### src/rtl/cpu_ctrl_pkg.sv
// Shared definitions for the hardwired control unit: opcodes, sequencer
// states, instruction classes and the control-strobe bundle.
package cpu_ctrl_pkg;

    localparam logic [4:0] OP_ADD  = 5'b00011;
    localparam logic [4:0] OP_SUB  = 5'b00100;
    localparam logic [4:0] OP_AND  = 5'b00101;
    localparam logic [4:0] OP_OR   = 5'b00110;
    localparam logic [4:0] OP_SHR  = 5'b00111;
    localparam logic [4:0] OP_SHRA = 5'b01000;
    localparam logic [4:0] OP_SHL  = 5'b01001;
    localparam logic [4:0] OP_ROR  = 5'b01010;
    localparam logic [4:0] OP_ROL  = 5'b01011;
    localparam logic [4:0] OP_MUL  = 5'b01111;
    localparam logic [4:0] OP_DIV  = 5'b10000;
    localparam logic [4:0] OP_NEG  = 5'b10001;
    localparam logic [4:0] OP_NOT  = 5'b10010;
    localparam logic [4:0] OP_MFHI = 5'b11000;
    localparam logic [4:0] OP_MFLO = 5'b11001;
    localparam logic [4:0] OP_NOP  = 5'b11010;
    localparam logic [4:0] OP_HALT = 5'b11011;

    typedef enum logic [3:0] {
        ST_T0   = 4'd0,
        ST_T1   = 4'd1,
        ST_T2   = 4'd2,
        ST_T3   = 4'd3,
        ST_T4   = 4'd4,
        ST_T5   = 4'd5,
        ST_T6   = 4'd6,
        ST_HALT = 4'd7
    } state_t;

    typedef enum logic [2:0] {
        CLS_ALU3,
        CLS_MULDIV,
        CLS_UNARY,
        CLS_MOVHL,
        CLS_NOP,
        CLS_HALT
    } instr_class_t;

    typedef struct packed {
        logic       pc_out;
        logic       zlow_out;
        logic       zhigh_out;
        logic       mdr_out;
        logic       hi_out;
        logic       lo_out;
        logic       mar_in;
        logic       pc_in;
        logic       mdr_in;
        logic       ir_in;
        logic       y_in;
        logic       z_in;
        logic       hi_in;
        logic       lo_in;
        logic       gra;
        logic       grb;
        logic       grc;
        logic       r_in;
        logic       r_out;
        logic       inc_pc;
        logic       read;
        logic [4:0] alu_op;
        logic       run;
    } ctrl_t;

    localparam ctrl_t CTRL_IDLE = '0;

    function automatic logic [4:0] opcode_of(input logic [31:0] ir);
        return ir[31:27];
    endfunction

endpackage

### src/rtl/opcode_classifier.sv
// Maps a 5-bit opcode to its execution class; shared by the sequencer and
// later decode stages.
module opcode_classifier
    import cpu_ctrl_pkg::*;
(
    input  logic [4:0]   opcode,
    output instr_class_t iclass
);

    always_comb begin
        case (opcode)
            OP_ADD, OP_SUB, OP_AND, OP_OR, OP_SHR,
            OP_SHRA, OP_SHL, OP_ROR, OP_ROL: iclass = CLS_ALU3;
            OP_MUL, OP_DIV:                  iclass = CLS_MULDIV;
            OP_NEG, OP_NOT:                  iclass = CLS_UNARY;
            OP_MFHI, OP_MFLO:                iclass = CLS_MOVHL;
            OP_HALT:                         iclass = CLS_HALT;
            default:                         iclass = CLS_NOP;
        endcase
    end

endmodule

### src/rtl/control_sequencer.sv
// Hardwired T0-T6 control unit: fetches, decodes the IR opcode and drives
// every datapath strobe combinationally from step, opcode and mem_ready.
module control_sequencer
    import cpu_ctrl_pkg::*;
(
    input  logic        clock,
    input  logic        reset,
    input  logic [31:0] ir,
    input  logic        mem_ready,
    output logic        PCout,
    output logic        Zlowout,
    output logic        Zhighout,
    output logic        MDRout,
    output logic        HIout,
    output logic        LOout,
    output logic        MARin,
    output logic        PCin,
    output logic        MDRin,
    output logic        IRin,
    output logic        Yin,
    output logic        Zin,
    output logic        HIin,
    output logic        LOin,
    output logic        Gra,
    output logic        Grb,
    output logic        Grc,
    output logic        Rin,
    output logic        Rout,
    output logic        IncPC,
    output logic        Read,
    output logic [4:0]  alu_op,
    output logic        run
);

    state_t       state;
    state_t       next_state;
    ctrl_t        ctrl;
    instr_class_t iclass;
    logic [4:0]   opcode;

    // Register fields are decoded by the datapath, not here.
    logic unused_ir;
    assign unused_ir = ^ir[26:0];

    assign opcode = opcode_of(ir);

    opcode_classifier u_classifier (
        .opcode (opcode),
        .iclass (iclass)
    );

    // NOTE: sequential state uses non-blocking assignment so every flop
    // samples the pre-edge values regardless of block ordering.
    always_ff @(posedge clock) begin
        if (reset) state <= ST_T0;
        else       state <= next_state;
    end

    always_comb begin
        // NOTE: every output and next_state get a default before the case so
        // no path leaves them unassigned and no latch is inferred.
        ctrl       = CTRL_IDLE;
        next_state = state;
        case (state)
            ST_T0: begin
                ctrl.pc_out = 1'b1;
                ctrl.mar_in = 1'b1;
                ctrl.inc_pc = 1'b1;
                ctrl.z_in   = 1'b1;
                next_state  = ST_T1;
            end
            ST_T1: begin
                ctrl.read = 1'b1;
                if (mem_ready) begin
                    ctrl.zlow_out = 1'b1;
                    ctrl.pc_in    = 1'b1;
                    ctrl.mdr_in   = 1'b1;
                    next_state    = ST_T2;
                end
            end
            ST_T2: begin
                ctrl.mdr_out = 1'b1;
                ctrl.ir_in   = 1'b1;
                next_state   = ST_T3;
            end
            ST_T3: begin
                next_state = ST_T0;
                case (iclass)
                    CLS_ALU3: begin
                        ctrl.grb   = 1'b1;
                        ctrl.r_out = 1'b1;
                        ctrl.y_in  = 1'b1;
                        next_state = ST_T4;
                    end
                    CLS_MULDIV: begin
                        ctrl.gra   = 1'b1;
                        ctrl.r_out = 1'b1;
                        ctrl.y_in  = 1'b1;
                        next_state = ST_T4;
                    end
                    CLS_UNARY: begin
                        ctrl.grb    = 1'b1;
                        ctrl.r_out  = 1'b1;
                        ctrl.z_in   = 1'b1;
                        ctrl.alu_op = opcode;
                        next_state  = ST_T4;
                    end
                    CLS_MOVHL: begin
                        ctrl.hi_out = (opcode == OP_MFHI);
                        ctrl.lo_out = (opcode != OP_MFHI);
                        ctrl.gra    = 1'b1;
                        ctrl.r_in   = 1'b1;
                    end
                    CLS_HALT: next_state = ST_HALT;
                    default:  next_state = ST_T0;
                endcase
            end
            ST_T4: begin
                next_state = ST_T0;
                case (iclass)
                    CLS_ALU3: begin
                        ctrl.grc    = 1'b1;
                        ctrl.r_out  = 1'b1;
                        ctrl.z_in   = 1'b1;
                        ctrl.alu_op = opcode;
                        next_state  = ST_T5;
                    end
                    CLS_MULDIV: begin
                        ctrl.grb    = 1'b1;
                        ctrl.r_out  = 1'b1;
                        ctrl.z_in   = 1'b1;
                        ctrl.alu_op = opcode;
                        next_state  = ST_T5;
                    end
                    CLS_UNARY: begin
                        ctrl.zlow_out = 1'b1;
                        ctrl.gra      = 1'b1;
                        ctrl.r_in     = 1'b1;
                    end
                    default: next_state = ST_T0;
                endcase
            end
            ST_T5: begin
                next_state = ST_T0;
                case (iclass)
                    CLS_ALU3: begin
                        ctrl.zlow_out = 1'b1;
                        ctrl.gra      = 1'b1;
                        ctrl.r_in     = 1'b1;
                    end
                    CLS_MULDIV: begin
                        ctrl.zlow_out = 1'b1;
                        ctrl.lo_in    = 1'b1;
                        next_state    = ST_T6;
                    end
                    default: next_state = ST_T0;
                endcase
            end
            ST_T6: begin
                ctrl.zhigh_out = 1'b1;
                ctrl.hi_in     = 1'b1;
                next_state     = ST_T0;
            end
            ST_HALT: next_state = ST_HALT;
            default: next_state = ST_T0;
        endcase

        ctrl.run = (state != ST_HALT);
        // Reset is synchronous, so outputs are squashed here to keep the
        // reset cycle free of partial strobes from whatever state we were in.
        if (reset) ctrl = CTRL_IDLE;
    end

    assign PCout    = ctrl.pc_out;
    assign Zlowout  = ctrl.zlow_out;
    assign Zhighout = ctrl.zhigh_out;
    assign MDRout   = ctrl.mdr_out;
    assign HIout    = ctrl.hi_out;
    assign LOout    = ctrl.lo_out;
    assign MARin    = ctrl.mar_in;
    assign PCin     = ctrl.pc_in;
    assign MDRin    = ctrl.mdr_in;
    assign IRin     = ctrl.ir_in;
    assign Yin      = ctrl.y_in;
    assign Zin      = ctrl.z_in;
    assign HIin     = ctrl.hi_in;
    assign LOin     = ctrl.lo_in;
    assign Gra      = ctrl.gra;
    assign Grb      = ctrl.grb;
    assign Grc      = ctrl.grc;
    assign Rin      = ctrl.r_in;
    assign Rout     = ctrl.r_out;
    assign IncPC    = ctrl.inc_pc;
    assign Read     = ctrl.read;
    assign alu_op   = ctrl.alu_op;
    assign run      = ctrl.run;

endmodule

### config.mk
export PLATFORM = sky130hd
export DESIGN_NAME = control_sequencer
export DESIGN_NICKNAME = d
export VERILOG_FILES = /design/src/rtl/cpu_ctrl_pkg.sv /design/src/rtl/opcode_classifier.sv /design/src/rtl/control_sequencer.sv
export SDC_FILE = /design/constraint.sdc
export NUM_CORES = 1
export LEC_CHECK = 0
export BUFFER_PORTS_ARGS = -buffer_cell sky130_fd_sc_hd__buf_4
export CAP_MARGIN = 20
export CORE_MARGIN = 1.5
export CORE_UTILIZATION = 41
export CTS_CLUSTER_DIAMETER = 150
export CTS_CLUSTER_SIZE = 24
export DETAILED_ROUTE_END_ITERATION = 16
export PLACE_DENSITY = 0.95
export SYNTH_ARGS = -nofsm -noshare
export SYNTH_HDL_FRONTEND = slang
export SYNTH_SLANG_ARGS = --single-unit
### constraint.sdc
create_clock -name clock -period 3.6 [get_ports clock]
set_input_delay 0.54 -clock clock [delete_from_list [all_inputs] [get_ports clock]]
set_output_delay 0.54 -clock clock [all_outputs]
set_load 0.05 [all_outputs]
==> impl_metrics.csv <==
group,metric,value,unit
timing,worst_margin_pin_slew,579,ps
timing,final_period_minus_worst_setup_slack,2840,ps
setup_path,crit_required,3060,ps
timing,worst_hold_slack,666,ps
routing,totalWireLength,2.09,mm
place,buffer_ports.inserted,34,
synth,number_of_distinct_standard_cells_referenced_by_the_synthesized_netlist,42,
power,switchingPower,0.103,mW
power,post_layout_total_power,0.218,mW
timing,timing.clock.skew,4.60,ps
power,cell_internal_pwr,0.115,mW
routing,via_count,934,
synth,post-synth-top-area-cell,"sky130_fd_sc_hd__dfxtp_1",
routing,dr.pass1.iters,5,
timing,setup_violations,0,
synth,syn-num-nets,146,
cts,cts_repair_resize_count,0,
routing,route.detailed.wl_per_inst,13.1,um
cts,postCtsHoldBufs,0,
global_routing,grt_usage,20.6,%
synth,syn-mean-instance-area,7.01,um2
timing,unrepaired_setup_endpoints_after_global_routing,"false",
timing,post-route-period-util,78.8,%
final_layout,post-route-cell-area,0.00102,mm2
cts,cts_htree_levels,1,
routing,drt_iter0_markers,53,
cts,clock-sinks,3,
cts,cts_max_path_buffers,2,
power,power_switching_share,47.2,%
power,pwr_density_cell,213,mW/mm2
global_routing,grt_pass1_wl,3.28,mm
setup_path,critical_path.startpoint,"ir[27]",
cts,clkLatencyLatePin,230,ps
floorplan,fp-row-count,15,
timing,slew-limit-headroom,61.1,%
setup_path,timing.critical_path.cells,"buf_4 -> inv_1 -> ha_1 -> o211ai_1 -> nand2_1 -> a211oi_4 -> o211a_1 -> buf_4",
floorplan,dieArea,0.00211,mm2
final_layout,syn2layout_area_growth,35.2,%
worst_hold_path,worstHoldPathType,"in2reg",
routing,detail-route-antenna-nets,0,
setup_path,path_common_cell,"sky130_fd_sc_hd__buf_4",
setup_path,r2r_end,"state[1]$_SDFFE_PP0P_",
final_layout,finish.cell_count_without_fillers,160,
place,post_dp_cell_area,997,um2
global_routing,grt_overflow_total,0,
synth,seq_area_frac_synth,7.93,%
setup_path,regToRegStartpoint,"state[0]$_SDFFE_PP0P_",
timing,timing.final.max_slew_violations,0,
floorplan,placeableCoreArea,0.00173,mm2
floorplan,fp.dieH,46.0,um
setup_path,cp_max_fo,6,
cts,clock_tree_from_tritoncts,"built",
final_layout,registers.top_by_ff_count,"state",
global_routing,first_global_vias,717,
place,detailed_place_hpwl,1.63,mm
setup_path,worstRegToRegCells,4,
final_layout,biggestRegsByFlops,"state (3)",
synth,netlist_area,757,um2
global_routing,antenna_found_initial,0,
cts,cts_buffers,3,
final_layout,antenna_cells,0,
synth,yosysWarningCount,0,
setup_path,worst_setup_path_end_kind,"primary output",
final_layout,finalCoreUtilization,59.3,%
final_layout,multi_input_comb_area,636,um2
timing,max_clock_freq,353,MHz
floorplan,floorplan.initialDensity,43.8,%
cts,clkTransAtPathRegs,40,ps
setup_path,critPathSlowestCell,"sky130_fd_sc_hd__o211ai_1",
power,seqPwrFrac,20.2,%
power,power.static_leakage,0.447,nW
timing,finalHoldViolCount,0,
synth,ys_seq_elements,3,
cts,cts_post_setup_buffers_inserted,0,
floorplan,die_w,46.0,um
cts,cts.root.buffer_cell,"sky130_fd_sc_hd__clkbuf_4",
routing,post-route-drc-count,0,
place,cell_count_after_placement,156,
setup_path,setup.worst_path.start_class,"input port",
job,number_of_maximum_capacitance_violations,0,
final_layout,largest_register_ffs,3,
setup_path,crit_path_max_incr_delay,410,ps
setup_path,crit_end,"alu_op[4]",
setup_path,timing.setup.critical_path_class,"in2out",
synth,synth_cells,108,
routing,detail_route.vias_per_cell,5.84,
timing,postLayoutSetupSlackWorst,765,ps
timing,total_negative_slack_for_setup_checks,0,ps
setup_path,cp_data_arrival_time,2300,ps
global_routing,grt_start_max_net_pins,18,
power,power_frac_comb,53.3,%
place,dp_worst_setup_slack,789,ps
synth,synth_top_area_share,7.93,%
place,place.gp.congestion,0.911,
synth,yosys-top-cells-area,"sky130_fd_sc_hd__dfxtp_1 (7.9%), sky130_fd_sc_hd__a21oi_1 (6.0%), sky130_fd_sc_hd__buf_4 (6.0%), sky130_fd_sc_hd__and2_1 (5.0%), sky130_fd_sc_hd__ha_1 (5.0%)",
final_layout,finalNetCount,174,
final_layout,drive_above_1_share,36.3,%
floorplan,io-pin-count,62,
final_layout,num-fill-cells,144,
power,clkPwrFrac,26.4,%
power,peakVddDrop,0.000153,V
status,run_status,"completed",
setup_path,rrSetupSlack,2060,ps
final_layout,final-seq-area,60.1,um2
==> worst max-delay path: cells and delay by family <==
kind | cells | cell delay [ps]
simple gates | 1 | 160
fa+ha+maj | 1 | 340
compound gates | 3 | 930
buf+inv | 3 | 330
==> cells in the mapped netlist <==
cell type                  instances
sky130_fd_sc_hd__a21oi_1           9
sky130_fd_sc_hd__nand2_1           9
sky130_fd_sc_hd__and2_1            6
sky130_fd_sc_hd__buf_4             6
sky130_fd_sc_hd__nor2_1            6
sky130_fd_sc_hd__a31oi_1           5
sky130_fd_sc_hd__nor2b_1           5
sky130_fd_sc_hd__nor3_1            5
sky130_fd_sc_hd__inv_1             4
sky130_fd_sc_hd__nand3_1           4
sky130_fd_sc_hd__clkbuf_1          3
sky130_fd_sc_hd__dfxtp_1           3
sky130_fd_sc_hd__ha_1              3
sky130_fd_sc_hd__nor4_1            3
sky130_fd_sc_hd__nor4b_1           3
sky130_fd_sc_hd__o21ai_0           3
sky130_fd_sc_hd__o21ai_1           3
sky130_fd_sc_hd__nand2b_1          2
sky130_fd_sc_hd__nand4_1           2
sky130_fd_sc_hd__o21ai_2           2
sky130_fd_sc_hd__a211oi_1          1
sky130_fd_sc_hd__a211oi_4          1
sky130_fd_sc_hd__a21o_1            1
sky130_fd_sc_hd__a22o_1            1
sky130_fd_sc_hd__a41oi_1           1
sky130_fd_sc_hd__and4b_1           1
sky130_fd_sc_hd__buf_1             1
sky130_fd_sc_hd__buf_2             1
sky130_fd_sc_hd__nand4_4           1
sky130_fd_sc_hd__nand4b_1          1
sky130_fd_sc_hd__nand4b_2          1
sky130_fd_sc_hd__nor2b_4           1
sky130_fd_sc_hd__nor3b_2           1
sky130_fd_sc_hd__o211a_1           1
sky130_fd_sc_hd__o211a_4           1
sky130_fd_sc_hd__o211ai_1          1
sky130_fd_sc_hd__o21a_1            1
sky130_fd_sc_hd__o21bai_1          1
sky130_fd_sc_hd__o21bai_2          1
sky130_fd_sc_hd__o31ai_1           1
sky130_fd_sc_hd__or2_1             1
sky130_fd_sc_hd__or3_1             1
==> per-layer routing <==
metal	up-vias	global-route usage [%]	share of wire (%)
li1	453	-	-
met1	403	30.8	39
met2	72	31.4	48
met3	6	2.38	11
met4	0	4.00	2.1
met5	-	0	0
==> power by group through the flow <==
stage	clock (mW)	sequential, mW	combinational (mW)
2_1_floorplan	0	0.0380	0.0945
3_3_place_gp	0	0.0440	0.113
3_5_place_dp	0	0.0442	0.115
4_1_cts	0.0606	0.0438	0.116
5_1_grt	0.0643	0.0449	0.124
6_report	0.0578	0.0442	0.117
==> logic make-up after synthesis <==
family	share of synthesized area [%]
compound gates	32.4
fa+ha+maj	4.96
buf+inv	10.6
flops	7.93
simple gates	44.1
==> worst min-delay path by stage <==
| stage | startpoint | end | cells after the start |
|---|---|---|---|
| after floorplan | state[0]$_SDFFE_PP0P_ | state[1]$_SDFFE_PP0P_ | 3 |
| after global placement | state[0]$_SDFFE_PP0P_ | state[0]$_SDFFE_PP0P_ | 2 |
| after detailed placement | state[0]$_SDFFE_PP0P_ | state[0]$_SDFFE_PP0P_ | 2 |
| after CTS | reset | state[0]$_SDFFE_PP0P_ | 2 |
| after global routing | reset | state[0]$_SDFFE_PP0P_ | 2 |
| final | reset | state[0]$_SDFFE_PP0P_ | 2 |
==> layout make-up <==
type	count	share of cell area, %
timing repair buffer	34	24.9
multi-input combinational	90	62.1
tap	25	3.06
inverter	4	1.47
clock buffer	4	2.57
sequential	3	5.87
==> cells in the final DEF (no fill, tap or decap), types with 4 or more instances in the layout <==
master,instances
sky130_fd_sc_hd__nor3_1,5
sky130_fd_sc_hd__nand3_1,4
sky130_fd_sc_hd__nor2b_1,5
sky130_fd_sc_hd__nand2_1,9
sky130_fd_sc_hd__inv_1,4
sky130_fd_sc_hd__nor2_1,6
sky130_fd_sc_hd__a31oi_1,5
sky130_fd_sc_hd__buf_4,34
sky130_fd_sc_hd__and2_1,6
sky130_fd_sc_hd__a21oi_1,9
(Power assumes the default switching activity.)
